==> config.mk <==
export PLATFORM = sky130hd
export DESIGN_NAME = disp_cmd_decoder
export DESIGN_NICKNAME = d
export VERILOG_FILES = /design/src/rtl/disp_cmd_decoder.sv
export SDC_FILE = /design/constraint.sdc
export NUM_CORES = 1
export LEC_CHECK = 0
export CAP_MARGIN = 25
export CORE_MARGIN = 3
export CORE_UTILIZATION = 57
export DETAILED_ROUTE_END_ITERATION = 8
export GPL_ROUTABILITY_DRIVEN = 0
export GPL_TIMING_DRIVEN = 1
export PLACE_DENSITY_LB_ADDON = 0.1
export RECOVER_POWER = 50
export SLEW_MARGIN = 20
export SYNTH_ARGS = -nofsm -noshare
export SYNTH_HDL_FRONTEND = slang
export SYNTH_SLANG_ARGS = --single-unit
==> constraint.sdc <==
create_clock -name clk -period 3.8 [get_ports clk]
set_input_delay 0.76 -clock clk [delete_from_list [all_inputs] [get_ports clk]]
set_output_delay 0.76 -clock clk [all_outputs]
set_load 0.05 [all_outputs]
==> src/rtl/disp_cmd_decoder.sv <==
// Byte-stream command decoder for a 100x37 text buffer: characters, cursor moves, attribute and clear.
// Build option: define CMD_BACKSPACE_EN to make 0x08 step the cursor back and blank that cell.
module disp_cmd_decoder (
   input  logic        clk,
   input  logic        rst,
   input  logic [7:0]  cmd_data,
   input  logic        cmd_avail,
   output logic        cmd_ack,
   output logic [11:0] mem_addr,
   output logic [15:0] mem_wdata,
   output logic        mem_we,
   output logic        busy
);

   localparam logic [6:0]  LAST_COL  = 7'd99;
   localparam logic [5:0]  LAST_ROW  = 6'd36;
   localparam logic [11:0] LAST_CELL = 12'd3699;
   localparam logic [7:0]  ATTR_RST  = 8'h0F;
   localparam logic [7:0]  BLANK     = 8'h20;

   typedef enum logic [2:0] {
      S_IDLE,
      S_ARG_ROW,
      S_ARG_COL,
      S_ARG_ATTR,
      S_CLEAR
   } state_t;

   state_t      state_q, state_d;
   logic [5:0]  row_q, row_d;
   logic [6:0]  col_q, col_d;
   logic [7:0]  attr_q, attr_d;
   logic [7:0]  arg_row_q, arg_row_d;
   logic [11:0] clr_addr_q, clr_addr_d;
   logic        ack_q, ack_d;
   logic        we_q, we_d;
   logic        busy_q, busy_d;
   logic [11:0] addr_q, addr_d;
   logic [15:0] wdata_q, wdata_d;

   logic [11:0] cur_addr;
   logic [5:0]  row_inc;

   assign cur_addr = 12'(row_q) * 12'd100 + 12'(col_q);
   assign row_inc  = (row_q == LAST_ROW) ? 6'd0 : row_q + 6'd1;

`ifdef CMD_BACKSPACE_EN
   logic [5:0]  bs_row;
   logic [6:0]  bs_col;
   logic [11:0] bs_addr;

   always_comb begin
      bs_row = row_q;
      bs_col = col_q;
      if (col_q != 7'd0) begin
         bs_col = col_q - 7'd1;
      end else if (row_q != 6'd0) begin
         bs_row = row_q - 6'd1;
         bs_col = LAST_COL;
      end
   end

   assign bs_addr = 12'(bs_row) * 12'd100 + 12'(bs_col);
`endif

   always_comb begin
      state_d    = state_q;
      row_d      = row_q;
      col_d      = col_q;
      attr_d     = attr_q;
      arg_row_d  = arg_row_q;
      clr_addr_d = clr_addr_q;
      addr_d     = addr_q;
      wdata_d    = wdata_q;
      we_d       = 1'b0;
      busy_d     = 1'b0;
      // ack_q marks the cycle whose cmd_data is consumed, so never two in a row
      ack_d      = (state_q != S_CLEAR) && cmd_avail && !ack_q;

      case (state_q)
         S_IDLE: begin
            if (ack_q) begin
               if (cmd_data >= 8'h20 && cmd_data <= 8'h7E) begin
                  we_d    = 1'b1;
                  addr_d  = cur_addr;
                  wdata_d = {attr_q, cmd_data};
                  if (col_q == LAST_COL) begin
                     col_d = 7'd0;
                     row_d = row_inc;
                  end else begin
                     col_d = col_q + 7'd1;
                  end
               end else begin
                  case (cmd_data)
                     8'h0A: begin
                        col_d = 7'd0;
                        row_d = row_inc;
                     end
                     8'h0D: col_d = 7'd0;
                     8'h01: state_d = S_ARG_ROW;
                     8'h02: state_d = S_ARG_ATTR;
                     8'h03: begin
                        // first fill write goes out with the ack edge; the rest come from S_CLEAR
                        we_d       = 1'b1;
                        busy_d     = 1'b1;
                        addr_d     = 12'd0;
                        wdata_d    = {attr_q, BLANK};
                        clr_addr_d = 12'd1;
                        state_d    = S_CLEAR;
                     end
`ifdef CMD_BACKSPACE_EN
                     8'h08: begin
                        row_d   = bs_row;
                        col_d   = bs_col;
                        we_d    = 1'b1;
                        addr_d  = bs_addr;
                        wdata_d = {attr_q, BLANK};
                     end
`else
                     8'h08: ;
`endif
                     default: ;
                  endcase
               end
            end
         end

         S_ARG_ROW: begin
            if (ack_q) begin
               arg_row_d = cmd_data;
               state_d   = S_ARG_COL;
            end
         end

         S_ARG_COL: begin
            if (ack_q) begin
               if (arg_row_q <= 8'(LAST_ROW) && cmd_data <= 8'(LAST_COL)) begin
                  row_d = arg_row_q[5:0];
                  col_d = cmd_data[6:0];
               end
               state_d = S_IDLE;
            end
         end

         S_ARG_ATTR: begin
            if (ack_q) begin
               attr_d  = cmd_data;
               state_d = S_IDLE;
            end
         end

         S_CLEAR: begin
            we_d       = 1'b1;
            busy_d     = 1'b1;
            addr_d     = clr_addr_q;
            wdata_d    = {attr_q, BLANK};
            clr_addr_d = clr_addr_q + 12'd1;
            if (clr_addr_q == LAST_CELL) begin
               row_d   = 6'd0;
               col_d   = 7'd0;
               state_d = S_IDLE;
            end
         end

         default: state_d = S_IDLE;
      endcase
   end

   always_ff @(posedge clk) begin
      if (rst) begin
         state_q    <= S_IDLE;
         row_q      <= 6'd0;
         col_q      <= 7'd0;
         attr_q     <= ATTR_RST;
         arg_row_q  <= 8'd0;
         clr_addr_q <= 12'd0;
         ack_q      <= 1'b0;
         we_q       <= 1'b0;
         busy_q     <= 1'b0;
         addr_q     <= 12'd0;
         wdata_q    <= 16'd0;
      end else begin
         state_q    <= state_d;
         row_q      <= row_d;
         col_q      <= col_d;
         attr_q     <= attr_d;
         arg_row_q  <= arg_row_d;
         clr_addr_q <= clr_addr_d;
         ack_q      <= ack_d;
         we_q       <= we_d;
         busy_q     <= busy_d;
         addr_q     <= addr_d;
         wdata_q    <= wdata_d;
      end
   end

   assign cmd_ack   = ack_q;
   assign mem_we    = we_q;
   assign busy      = busy_q;
   assign mem_addr  = addr_q;
   assign mem_wdata = wdata_q;

endmodule

# Word-level counts from Yosys, hierarchy flattened
# Cells that the tools add are included.
# word_totals
word_cells	106
in_bits	11
reg_bits	75
output_inout_bits	31
# classes
n_addsub	4
reduce_logical	17
n_eq_ne	26
n_mux	43
n_mul	1
magnitude_cmp	4
# op_table
operator	count
$mux 12	6
$mux 7	7
$mux 16	3
$mux 6	8
$pmux 12 s2	2
$pmux 16 s2	1
$pmux 7 s3	1
$pmux 6 s3	1
$eq 8x2->1 const B	2
$eq 8x4->1 const B	2
$le 8x7->1 const B	2
$mux 3	5
$add 12x1->12 const B	1
$add 12x7->12	1
$eq 12x12->1 const B	1
$ne 2x2->1 const B	6
$pmux 3 s4	1
$reduce_and 6->1	2
$mul 6x5->10 const B	1
$ne 3x3->1 const B	3
$pmux 3 s3	1
$eq 8x1->1 const B	1
$ge 8x6->1 const B	1
$le 8x6->1 const B	1
other kinds (22)	35

# Depth between registers and ports, before layout
# logic_depth
depth_word	6
mapped_depth	12
ltp_nobuf	12

# Worst setup path before layout
# No wires, ideal clock.
# synth_path
path_kind	flip-flop to flip-flop
from	register row_q[1]
to	register addr_q[11], in the netlist mem_addr[11]
path_slack_ps	969
arrival_time_ps	2701
setup_time_ps	131
t_required_ps	3669
path_buffers	0
path_stages_with_launch	11
period_less_slack_ps	2831
cell_sequence	dfxtp_1 > ha_1 > ha_1 > ha_1 > fa_1 > a21o_1 > a21oi_1 > xnor2_1 > nor4bb_1 > xnor2_1 > o22ai_1
# synth_between
elab_chain_cells	5
# synth_lines
item	line_no	rtl
start: declaration	30	logic [5:0] row_q, row_d;
start signal: assignment	184	row_q <= row_d;
$mul 6x5->10	44	assign cur_addr = 12'(row_q) * 12'd100 + 12'(col_q);
$add 12x7->12	44	
$mux 12	83	if (cmd_data >= 8'h20 && cmd_data <= 8'h7E) begin
$mux 12	82	if (ack_q) begin
$pmux 12 s2	80	case (state_q)
end signal: assignment	192	addr_q <= addr_d;
end: declaration	38	logic [11:0] addr_q, addr_d;
# Every way passes these cells. The select of a mux whose other input is x is not followed.
# A chain may end at the register's enable or synchronous reset.

# Worst setup path in the final report
# layout_path
from	input port cmd_data[4]
to	register clr_addr_q[2]
# layout_between
elab_chain_cells	4
word_cells_on_any_way	7
classes_between	order compare (2); eq/ne (3); reduce/logical (2)
# layout_lines
item	line_no	rtl
start: declaration	6	input logic [7:0] cmd_data,
$ge 8x6->1 or $le 8x7->1 (tied branches)	83	
$logic_and 1x1->1	83	
$ne 2x2->1 (no source line)	--	
$reduce_and 4->1 (no source line) *	--	
end signal: assignment	188	clr_addr_q <= clr_addr_d;
end: declaration	34	logic [11:0] clr_addr_q, clr_addr_d;
# Mark *: on every way between the ends. The rest lies on a longest branch, timed or not.

==> impl_metrics.xml <==
<?xml version="1.0" encoding="UTF-8"?>
<metrics>
  <group name="clock_tree">
    <metric name="clkLatencyLatePin" unit="ns">0.35</metric>
    <metric name="htree_levels" unit="">3</metric>
    <metric name="cts.hold.buffers_added" unit="">0</metric>
    <metric name="cts_inserted_buffers" unit="">9</metric>
    <metric name="cts_tree" unit="">built</metric>
    <metric name="cts.path.max_buffers" unit="">2</metric>
    <metric name="worst_path_clk_slew" unit="ns">0.08</metric>
    <metric name="postCtsResizedCells" unit="">0</metric>
    <metric name="post_cts_buffers" unit="">0</metric>
    <metric name="clock_root_buffer_master" unit="">sky130_fd_sc_hd__clkbuf_8</metric>
    <metric name="clkSinkCount" unit="">75</metric>
  </group>
  <group name="placed_design">
    <metric name="post_dp_cell_area" unit="sq mm">0.00466</metric>
    <metric name="io_buf_count" unit="">41</metric>
    <metric name="post-dp-hpwl" unit="um">7120</metric>
    <metric name="dp_slack" unit="ns">0.586</metric>
  </group>
  <group name="synth">
    <metric name="yosysSeqAreaShare" unit="%">35.5</metric>
    <metric name="synth.cell_area" unit="sq mm">0.00423</metric>
    <metric name="synth_flop_cell" unit="">sky130_fd_sc_hd__dfxtp_1</metric>
    <metric name="synth_cell_types" unit="">63</metric>
    <metric name="synthesis.instances" unit="">486</metric>
    <metric name="synth_largest_area_cell" unit="">sky130_fd_sc_hd__dfxtp_1</metric>
    <metric name="synth_area_per_cell" unit="sq um">8.70</metric>
    <metric name="synth.top_cells.by_area" unit="">sky130_fd_sc_hd__dfxtp_1, sky130_fd_sc_hd__ha_1, sky130_fd_sc_hd__nor2_1</metric>
    <metric name="number_of_nets_in_the_synthesized_netlist" unit="">528</metric>
    <metric name="asyncSetResetFlopFracSynth" unit="%">0</metric>
    <metric name="postSynthRegisterBits" unit="">75</metric>
    <metric name="share_of_yosys_cell_area_claimed_by_the_top_area_cell_type" unit="%">35.5</metric>
    <metric name="synth.yosys.warnings" unit="">0</metric>
    <metric name="synth-edff-count" unit="">0</metric>
  </group>
  <group name="floorplan">
    <metric name="dieArea" unit="sq mm">0.00849</metric>
    <metric name="total_i_o_pin_count" unit="">42</metric>
    <metric name="starting_utilization_of_the_core_area" unit="%">60.6</metric>
    <metric name="placeableCoreArea" unit="sq mm">0.00698</metric>
    <metric name="rows" unit="">30</metric>
    <metric name="floorplan.die.width" unit="um">92.1</metric>
    <metric name="die_h" unit="um">92.1</metric>
  </group>
  <group name="drt">
    <metric name="drt-pass1-iter-count" unit="">6</metric>
    <metric name="residual_antenna_violating_net_count_after_detailed_routing" unit="">0</metric>
    <metric name="wire_per_inst" unit="um">16.0</metric>
    <metric name="drt-total-wl" unit="um">9900</metric>
    <metric name="route.vias.total" unit="">3660</metric>
    <metric name="detail_route.vias_per_cell" unit="">5.93</metric>
    <metric name="drt-initial-drc-count" unit="">273</metric>
    <metric name="route.detailed.drc" unit="">0</metric>
  </group>
  <group name="sta">
    <metric name="worst_clock_skew" unit="ns">0.0110</metric>
    <metric name="final.min_clock_period" unit="ns">3.36</metric>
    <metric name="grt_setup_unrepaired" unit="">false</metric>
    <metric name="max_freq" unit="GHz">0.298</metric>
    <metric name="max-slew-margin-rel" unit="%">6.47</metric>
    <metric name="post-route-period-util" unit="%">88.3</metric>
    <metric name="setup_viol_count_final" unit="">0</metric>
    <metric name="fin_tns_setup" unit="ns">0</metric>
    <metric name="worstMarginPinSlew" unit="ns">1.39</metric>
    <metric name="hold_viol_final" unit="">0</metric>
    <metric name="postLayoutSetupSlackWorst" unit="ns">0.443</metric>
    <metric name="slew_violations" unit="">0</metric>
  </group>
  <group name="setup_path">
    <metric name="critPathArrivalTime" unit="ns">3.59</metric>
    <metric name="timing.reg2reg.setup_slack" unit="ns">0.57</metric>
    <metric name="worstPathMaxFanout" unit="">11</metric>
    <metric name="worstSetupStartpointType" unit="">input port</metric>
    <metric name="crit_required" unit="ns">4.04</metric>
    <metric name="crit_type" unit="">input port to flip-flop</metric>
    <metric name="worst_setup_path_end_kind" unit="">flip-flop</metric>
  </group>
  <group name="global_routing">
    <metric name="grt_first_pass_wirelength" unit="um">16700</metric>
    <metric name="grt_max_degree" unit="">47</metric>
    <metric name="grt_pass1_vias" unit="">3311</metric>
    <metric name="grt.total_usage" unit="%">24.2</metric>
    <metric name="overflow" unit="">0</metric>
    <metric name="antenna_found_initial" unit="">0</metric>
  </group>
  <group name="final_layout">
    <metric name="post-route-util" unit="%">69.3</metric>
    <metric name="fillCellCount" unit="">611</metric>
    <metric name="finalInstanceArea" unit="sq mm">0.00484</metric>
    <metric name="layout-drive-gt1-share" unit="%">6.91</metric>
    <metric name="nets" unit="">558</metric>
    <metric name="areaGrowthSynthToFinish" unit="%">14.4</metric>
    <metric name="diodes" unit="">0</metric>
  </group>
  <group name="power_and_ir_drop">
    <metric name="ir_worst_vdd" unit="mV">0.182</metric>
    <metric name="power-per-cell-area" unit="mW/mm^2">332</metric>
    <metric name="total_leakage_power" unit="uW">0.00190</metric>
  </group>
  <group name="run_status">
    <metric name="run_status" unit="">finished, final reports clean</metric>
  </group>
  <group name="worst_hold_path">
    <metric name="worstHoldPathType" unit="">flip-flop to flip-flop</metric>
  </group>
  <group name="run">
    <metric name="drv.max_cap_violation_count" unit="">0</metric>
  </group>
</metrics>
layer usage:
| metal | routed length (um) | global-route usage, % | vias to the layer above |
|---|---|---|---|
| met1 | 4830 | 34.8 | 1745 |
| met3 | 509 | 5.41 | 16 |
| met2 | 4400 | 36.1 | 110 |
| met4 | 150 | 7.18 | 0 |
| li1 | - | - | 1789 |
| met5 | 0 | 0 | - |
per-stage QoR:
step                      hold slack [ns]  power [uW]  instances
final                               0.477        1610        617
after detailed placement            0.471         997        600
after floorplan                     0.456         943        486
after CTS                           0.482        1620        616
after global placement              0.463         993        600
after global routing                0.487        1660        617
cell type report:
| type | instances | area (sq um) | share of cell area (%) |
|---|---|---|---|
| timing repair buffer | 48 | 452 | 9.34 |
| sequential | 75 | 1500 | 31.0 |
| multi-input combinational | 364 | 2500 | 51.6 |
| tap | 96 | 120 | 2.48 |
| inverter | 18 | 67.6 | 1.40 |
| clock buffer | 10 | 128 | 2.64 |
| clock inverter | 6 | 72.6 | 1.50 |
cells in the mapped netlist, types with 3 or more instances:
library cell and number:
sky130_fd_sc_hd__nand4b_1 3, sky130_fd_sc_hd__nor2b_1 10, sky130_fd_sc_hd__o21ai_0 18, sky130_fd_sc_hd__nand2b_1 6, sky130_fd_sc_hd__a22oi_1 9, sky130_fd_sc_hd__inv_1 18
sky130_fd_sc_hd__a21o_1 5, sky130_fd_sc_hd__xnor2_1 20, sky130_fd_sc_hd__a311oi_1 3, sky130_fd_sc_hd__a21oi_1 16, sky130_fd_sc_hd__a211oi_1 17, sky130_fd_sc_hd__ha_1 29
sky130_fd_sc_hd__nand4_1 5, sky130_fd_sc_hd__nand2_1 27, sky130_fd_sc_hd__a221oi_1 4, sky130_fd_sc_hd__nand3_1 11, sky130_fd_sc_hd__nor3_1 3, sky130_fd_sc_hd__a211o_1 4
sky130_fd_sc_hd__nor4_1 4, sky130_fd_sc_hd__mux2i_1 24, sky130_fd_sc_hd__nor3b_1 4, sky130_fd_sc_hd__o31ai_1 4, sky130_fd_sc_hd__o211ai_1 4, sky130_fd_sc_hd__buf_2 7
sky130_fd_sc_hd__dfxtp_1 75, sky130_fd_sc_hd__nor2_1 81, sky130_fd_sc_hd__xor2_1 6, sky130_fd_sc_hd__a31oi_1 8, sky130_fd_sc_hd__clkbuf_1 17
state kept, by name (all words and copies together) (netlist names):
name,cells
arg_row_q,8
clr_addr_q,12
mem_addr,12
state_q,3
mem_wdata,16
col_q,7
busy,1
row_q,6
cmd_ack,1
mem_we,1
attr_q,8
power breakdown:
group | internal, uW | total (uW) | switching [uW]
Sequential | 799 | 807 | 7.85
Combinational | 51.6 | 166 | 115
Clock | 311 | 633 | 322
logic make-up (layout without fill, tap and decap cells):
family / Yosys count / after routing / synth area share, %
XOR/XNOR: 26 / 26 / 5.39
flip-flops: 75 / 75 / 35.5
AO/OA/AOI/OAI: 108 / 108 / 18.3
AND/OR/NAND/NOR: 175 / 175 / 20.7
multiplexers: 24 / 24 / 5.68
buffers and inverters: 47 / 82 / 4.85
adder cells (fa/ha/maj): 31 / 31 / 9.53
layout by cell type, fill, tap and decap left out, types with 6 or more instances in the layout:
cell	synthesis	final
sky130_fd_sc_hd__dfxtp_1	75	75
sky130_fd_sc_hd__a211oi_1	17	17
sky130_fd_sc_hd__o21ai_0	18	18
sky130_fd_sc_hd__dlygate4sd3_1	0	32
sky130_fd_sc_hd__inv_1	18	18
sky130_fd_sc_hd__nand2b_1	6	6
sky130_fd_sc_hd__clkdlybuf4s50_1	0	8
sky130_fd_sc_hd__xnor2_1	20	20
sky130_fd_sc_hd__a21oi_1	16	16
sky130_fd_sc_hd__nor2_1	81	81
sky130_fd_sc_hd__a31oi_1	8	8
sky130_fd_sc_hd__clkbuf_8	0	9
sky130_fd_sc_hd__nand3_1	11	11
sky130_fd_sc_hd__nand2_1	27	27
sky130_fd_sc_hd__a22oi_1	9	9
sky130_fd_sc_hd__nor2b_1	10	10
sky130_fd_sc_hd__ha_1	29	29
sky130_fd_sc_hd__mux2i_1	24	24
sky130_fd_sc_hd__xor2_1	6	6
worst max-delay path, cell delays in order:
cell                            delay [ns]
sky130_fd_sc_hd__dlygate4sd3_1        0.66
sky130_fd_sc_hd__or4_4                0.59
sky130_fd_sc_hd__nor4b_1              0.86
sky130_fd_sc_hd__nand2_1              0.14
sky130_fd_sc_hd__or2_0                0.27
sky130_fd_sc_hd__nand2b_2             0.22
sky130_fd_sc_hd__nor2_1               0.08
worst paths after layout:
path / start / end / cells past startpoint
min: mem_wdata[7] / mem_wdata[7] / 1
min reg2reg: mem_wdata[7] / mem_wdata[7] / 1
max reg2reg: row_q[2] / mem_addr[10] / 10
max: cmd_data[4] / clr_addr_q[2] / 7
Note: power is estimated with default switching activity, not from simulation.
